===== src/rtl/can_error_frame_tx.sv =====
// CAN error-frame transmitter: drives error flag, waits for recessive bus, then sends the delimiter.
// Optional passive error flag support is compiled in with `define CAN_ERROR_PASSIVE_EN.
module can_error_frame_tx #(
    parameter int unsigned FLAG_LEN  = 6,
    parameter int unsigned DELIM_LEN = 8,
    parameter int unsigned DOM_LIMIT = 14
) (
    input  logic clk,
    input  logic reset,
    input  logic SP,
    input  logic RX,
    input  logic STF_E,
    input  logic EOF_E,
    input  logic CRC_E,
    input  logic FRM_E,
`ifdef CAN_ERROR_PASSIVE_EN
    input  logic PASSIVE,
`endif
    output logic TX,
    output logic BUSY,
    output logic DONE,
    output logic STUCK_DOM
);

    typedef enum logic [1:0] {S_IDLE, S_FLAG, S_WAIT_REC, S_DELIM} state_t;

    localparam logic [3:0] FLAG_LEN_C  = 4'(FLAG_LEN);
    localparam logic [3:0] DELIM_LEN_C = 4'(DELIM_LEN);
    localparam logic [3:0] DOM_LIMIT_C = 4'(DOM_LIMIT);

    state_t     state_q, state_d;
    logic [3:0] bitcnt_q, bitcnt_d;
    logic [3:0] domcnt_q, domcnt_d;
    logic       pending_q, pending_d;
    logic       tx_q, tx_d;
    logic       busy_q, busy_d;
    logic       done_q, done_d;
    logic       stuck_q, stuck_d;
    logic       err_any;
    logic       enter_flag;
`ifdef CAN_ERROR_PASSIVE_EN
    logic       passive_q, passive_d;
    logic       rx_last_q, rx_last_d;
    logic [3:0] eq_next;
`endif

    function automatic logic [3:0] sat_inc(input logic [3:0] v);
        return (v == '1) ? v : v + 4'd1;
    endfunction

    assign err_any = ~(STF_E & EOF_E & CRC_E & FRM_E);

    always_comb begin
        state_d    = state_q;
        bitcnt_d   = bitcnt_q;
        domcnt_d   = domcnt_q;
        pending_d  = pending_q;
        tx_d       = tx_q;
        busy_d     = busy_q;
        done_d     = 1'b0;
        stuck_d    = 1'b0;
        enter_flag = 1'b0;
`ifdef CAN_ERROR_PASSIVE_EN
        passive_d  = passive_q;
        rx_last_d  = rx_last_q;
        eq_next    = '0;
`endif
        if (state_q == S_IDLE && err_any) begin
            pending_d = 1'b1;
        end
        if (SP) begin
            case (state_q)
                S_IDLE: begin
                    if (pending_q || err_any) begin
                        enter_flag = 1'b1;
                    end
                end
                S_FLAG: begin
`ifdef CAN_ERROR_PASSIVE_EN
                    if (passive_q) begin
                        // bitcnt holds the run length of equal RX samples (0 = no sample yet)
                        eq_next   = (bitcnt_q != '0 && RX == rx_last_q) ? sat_inc(bitcnt_q) : 4'd1;
                        rx_last_d = RX;
                        if (eq_next == FLAG_LEN_C) begin
                            state_d  = S_WAIT_REC;
                            tx_d     = 1'b1;
                            domcnt_d = '0;
                        end else begin
                            bitcnt_d = eq_next;
                        end
                    end else
`endif
                    if (bitcnt_q == FLAG_LEN_C) begin
                        state_d  = S_WAIT_REC;
                        tx_d     = 1'b1;
                        domcnt_d = '0;
                    end else begin
                        bitcnt_d = sat_inc(bitcnt_q);
                    end
                end
                S_WAIT_REC: begin
                    if (RX) begin
                        state_d  = S_DELIM;
                        bitcnt_d = 4'd1;
                    end else if (sat_inc(domcnt_q) == DOM_LIMIT_C) begin
                        stuck_d  = 1'b1;
                        domcnt_d = '0;
                    end else begin
                        domcnt_d = sat_inc(domcnt_q);
                    end
                end
                S_DELIM: begin
                    if (!RX) begin
                        enter_flag = 1'b1;
                    end else if (bitcnt_q == DELIM_LEN_C) begin
                        state_d = S_IDLE;
                        busy_d  = 1'b0;
                        done_d  = 1'b1;
                    end else begin
                        bitcnt_d = sat_inc(bitcnt_q);
                    end
                end
                default: state_d = S_IDLE;
            endcase
        end
        if (enter_flag) begin
            state_d   = S_FLAG;
            busy_d    = 1'b1;
            pending_d = 1'b0;
            bitcnt_d  = 4'd1;
            tx_d      = 1'b0;
`ifdef CAN_ERROR_PASSIVE_EN
            passive_d = PASSIVE;
            if (PASSIVE) begin
                tx_d     = 1'b1;
                bitcnt_d = '0;
            end
`endif
        end
    end

    always_ff @(posedge clk or negedge reset) begin
        if (!reset) begin
            state_q   <= S_IDLE;
            bitcnt_q  <= '0;
            domcnt_q  <= '0;
            pending_q <= 1'b0;
            tx_q      <= 1'b1;
            busy_q    <= 1'b0;
            done_q    <= 1'b0;
            stuck_q   <= 1'b0;
`ifdef CAN_ERROR_PASSIVE_EN
            passive_q <= 1'b0;
            rx_last_q <= 1'b1;
`endif
        end else begin
            state_q   <= state_d;
            bitcnt_q  <= bitcnt_d;
            domcnt_q  <= domcnt_d;
            pending_q <= pending_d;
            tx_q      <= tx_d;
            busy_q    <= busy_d;
            done_q    <= done_d;
            stuck_q   <= stuck_d;
`ifdef CAN_ERROR_PASSIVE_EN
            passive_q <= passive_d;
            rx_last_q <= rx_last_d;
`endif
        end
    end

    assign TX        = tx_q;
    assign BUSY      = busy_q;
    assign DONE      = done_q;
    assign STUCK_DOM = stuck_q;

endmodule


===== config.mk =====
export PLATFORM = sky130hd
export DESIGN_NAME = can_error_frame_tx
export DESIGN_NICKNAME = d
export VERILOG_FILES = /design/src/rtl/can_error_frame_tx.sv
export SDC_FILE = /design/constraint.sdc
export NUM_CORES = 1
export LEC_CHECK = 0
export ABC_CLOCK_PERIOD_IN_PS = 3200
export CORE_ASPECT_RATIO = 0.75
export CORE_UTILIZATION = 45
export CTS_CLUSTER_SIZE = 28
export DETAILED_ROUTE_END_ITERATION = 8
export PLACE_DENSITY_LB_ADDON = 0.1
export SLEW_MARGIN = 0
export SYNTH_ARGS = -nofsm -noshare
export SYNTH_HDL_FRONTEND = slang
export SYNTH_SLANG_ARGS = --single-unit

===== constraint.sdc =====
create_clock -name clk -period 3.2 [get_ports clk]
set_input_delay 0.48 -clock clk [delete_from_list [all_inputs] [get_ports clk]]
set_output_delay 0.48 -clock clk [all_outputs]
set_load 0.05 [all_outputs]

# Yosys cells after proc, flatten, opt, wreduce, memory -nomap -nowiden
# Cells that the tools add are included.
# totals
ff_bits	15
input_bits	8
out_inout_bits	4
word_cells	90
# op_classes
n_addsub	2
eq_ne	16
n_mux	43
bitwise_logic	4
n_reduce_logical	17
# ops
operator	count
4-bit two-way mux	11
1-bit two-way mux	22
3-bit inequality test (second input constant)	6
4-bit equality test (second input constant)	4
2-bit nonzero test	8
2-bit two-way mux	6
4-bit case mux with 3 select lines	1
6-bit AND reduction	2
4-bit by 1-bit adder with 4-bit output (second input constant)	2
4-bit case mux with 2 select lines	1
4-bit AND reduction	2
2-bit case mux with 3 select lines	1
2-bit equality test (second input constant)	2
4-bit by 3-bit equality test with 1-bit output (second input constant)	1
2-bit inequality test (second input constant)	2
4-bit nonzero test	1
1-bit bitwise AND	3
3-bit AND reduction	1
2-bit by 1-bit equality test with 1-bit output (second input constant)	1
2-bit logical NOT	1
1-bit case mux with 2 select lines	1
1-bit logical AND	1
1-bit logical OR	1
1-bit NOT	1

# Logic depth before layout (Yosys ltp)
# logic_depth
ltp_word	10
mapped_depth	8
ltp_nobuf	7

# Worst setup path after synthesis
# No wires, ideal clock.
# synth_timing
path_kind	register -> register
start	reg state_q[0]
end	reg bitcnt_q[2]
setup_time_ns	0.074
t_arrival_ns	1.844
required_ns	3.126
setup_slack_ns	1.283
stages_incl_launch_ff	8
path_buffers	0
synth_period_minus_slack_ns	1.917
path_cell_list	dfrtp_1 inv_1 ha_1 and4bb_4 o21ai_2 a21o_1 or4b_4 a21oi_2
# synth_via
elab_chain_cells	5
word_cells_on_any_way	16
classes_between	7 x eq/ne; 5 x mux; 4 x reduce/logical
# synth_rtl
element	line	rtl
start, declared	31	state_t state_q, state_d;
start signal, assigned	157	state_q <= state_d;
2-bit equality test or 2-bit logical NOT (tied branches)	72	case (state_q)
1-bit case mux with 2 select lines	72	
1-bit two-way mux	71	if (SP) begin
3-bit inequality test (no source line) (tied with other cells)	n/a	
6-bit AND reduction (no source line)	n/a	
end signal, assigned	158	bitcnt_q <= bitcnt_d;
end, declared	32	logic [3:0] bitcnt_q, bitcnt_d;
# Parallel ways exist; a longest one is shown, timed or not. The select of a mux whose other input is x is not followed.
# A chain may end at the register's enable or synchronous reset.

# Final worst setup path
# Ends and elaborated chain as after synthesis.

==> run_results.csv <==
group,metric,value,unit
hold_path,hold_path.class,"register to register",
grt,grt_pass1_vias,775,
detailed_routing,remaining_drc_errors,2,
pwr,p_per_area,735,nW/µm²
cts,cts_resized,0,
cts,cts_buffers,3,
placed_design,io_buffers,11,
grt,grt_use_total,0.181,
finish,drive_above_1_share,0.107,
finish,final_util,0.568,
placed_design,placed_cells,142,
setup_path,endpoint_kind,"register",
setup_path,crit_fanout,12,
timing,hold_violations,0,
yosys,yosysSeqAreaShare,0.365,
yosys,synth_top_area_share,0.340,
status,violations,"DRC",
yosys,ys.flop_type,"dfrtp_1",
floorplanning,core-area,2080,µm²
yosys,synth_common_cells,"dfrtp_1, ha_1, inv_1",
placed_design,pre_cts_ws,894,ps
placed_design,place_hpwl,1.53,mm
finish,fin_nets,141,
timing,worst_pin_slew,643,ps
yosys,syn_nets,127,
floorplanning,start_util,0.495,
detailed_routing,routedWlPerCell,13.5,µm
setup_path,path_class,"register to register",
cts,ctsHoldBuffers,0,
yosys,yosysMostFrequentCell,"dfrtp_1",
detailed_routing,finalWirelength,1.97,mm
yosys,ys_top_cells_by_area,"dfrtp_1, ha_1, inv_1",
finish,num_antenna_cells,0,
floorplanning,die_y,43.5,µm
yosys,yosysUniqueCellTypes,43,
setup_path,cp-start-kind,"register",
timing,slew_headroom,0.571,
cts,clock-root-buffer,"clkbuf_4",
grt,grt_pass1_wl,3.35,mm
timing,fin_crit,2220,ps
yosys,netlist_area,1030,µm²
setup_path,worst_ep_required_time,3410,ps
floorplanning,rows,14,
detailed_routing,vias_per_cell,5.88,
grt,grt.overflow.total,0,
pwr,total_power,0.871,mW
timing,finClkSkew,1.61,ps
timing,slew_viol_final,0,
floorplanning,ios,12,
yosys,synth-edff-count,0,
pwr,worst_ir_drop_vdd,0.344,mV
yosys,yosysWarnings,0,
timing,fmax,0.451,GHz
cts,path_clk_slew,80,ps
detailed_routing,ant_nets,0,
floorplanning,die_area,2490,µm²
detailed_routing,drt_iter0_markers,27,
grt,grt_max_degree,16,
hold_path,hold_depth,2,
yosys,syn_area_per_cell,9.46,µm²
grt,antenna_found_initial,0,
detailed_routing,vias,859,
finish,instances_no_fill,146,
timing,finalSetupViolations,0,
detailed_routing,dr.pass1.iters,6,
cts,cts.sinks,15,
placed_design,gp_congestion,0.830,
timing,final.setup.tns,0,ps
yosys,synth_top_area_cell,"dfrtp_1",
cts,cts_setup_buffers,0,
finish,area_growth,14.9,%
timing,rsz0062_at_grt,"false",
cts,cts_tree,"built",
floorplanning,die_w,57.3,µm
status,status,"finished with violations",
pwr,p_leak,0.508,nW
cts,clk_latency,280,ps
yosys,ys_async_sr_fraction,1.00,
job,drv_cap,0,
setup_path,cp.arrival,2430,ps
cts,cts_buffer_depth,2,
setup_path,worstRegToRegCells,7,
yosys,syn_inst,109,
cts,htree_levels,1,
timing,fin_ws,984,ps
yosys,yosys_register_bits,15,
timing,period_share,0.692,
==> where the power goes <==
part	switching, mW	total [mW]	internal, mW
Sequential	0.0722	0.324	0.252
Combinational	0.252	0.443	0.191
Clock	0.0553	0.104	0.0483
==> logic make-up after synthesis <==
kind of cell	Yosys count	share of synthesized area
buf+inv	12	0.0485
simple gates	38	0.229
compound gates	34	0.235
fa+ha+maj	10	0.121
flops	15	0.365
==> final cells by class <==
cell class	instances	area, µm²
fill	196	900
multi-input combinational	82	604
sequential	15	377
timing repair buffer	11	110
inverter	10	37.5
tap	24	30.0
clock buffer	4	26.3
==> metal layers <==
layer | share of wire | global-route usage
met5 | 0 | 0
met3 | 0.052 | 0.0627
met2 | 0.42 | 0.280
met1 | 0.52 | 0.250
met4 | 0.0066 | 0.0293
==> stage by stage <==
step | instance area (µm²) | hold WS [ps]
2_1_floorplan | 1030 | 184
6_report | 1180 | 510
3_5_place_dp | 1160 | 502
4_1_cts | 1180 | 522
5_1_grt | 1180 | 542
3_3_place_gp | 1160 | 476
==> critical path: stages (launching register included) <==
cell	delay [ps]
dfrtp_1	400
inv_1	90
ha_1	350
and4bb_4	410
o21ai_2	70
a21o_1	200
or4b_4	490
a21oi_2	140
==> layout by cell type, fill, tap and decap left out, drive strengths merged, types with 4 or more instances in the layout <==
cell type and instances:
ha 10, clkdlybuf4s50 11, nand3 4, clkbuf 4, inv 10, nand3b 4, dfrtp 14, o21ai 8
nor2 7, nand2 5, a21oi 8
==> sequential cells by signal (all words and copies together), names as in the netlist <==
name,flops
pending_q,1
DONE,1
state_q,2
BUSY,1
STUCK_DOM,1
domcnt_q,4
bitcnt_q,4
TX,1
==> worst paths after layout <==
check,start,endpoint,slack [ps]
worst max-delay path,state_q[0],bitcnt_q[2],980
worst min-delay path,pending_q,pending_q,510
worst max register to register,state_q[0],bitcnt_q[2],980
worst min register to register,pending_q,pending_q,510
max in group asynchronous,reset,domcnt_q[3],2200
min in group asynchronous,reset,BUSY,590
No activity file was read; power rests on OpenSTA's default activity.
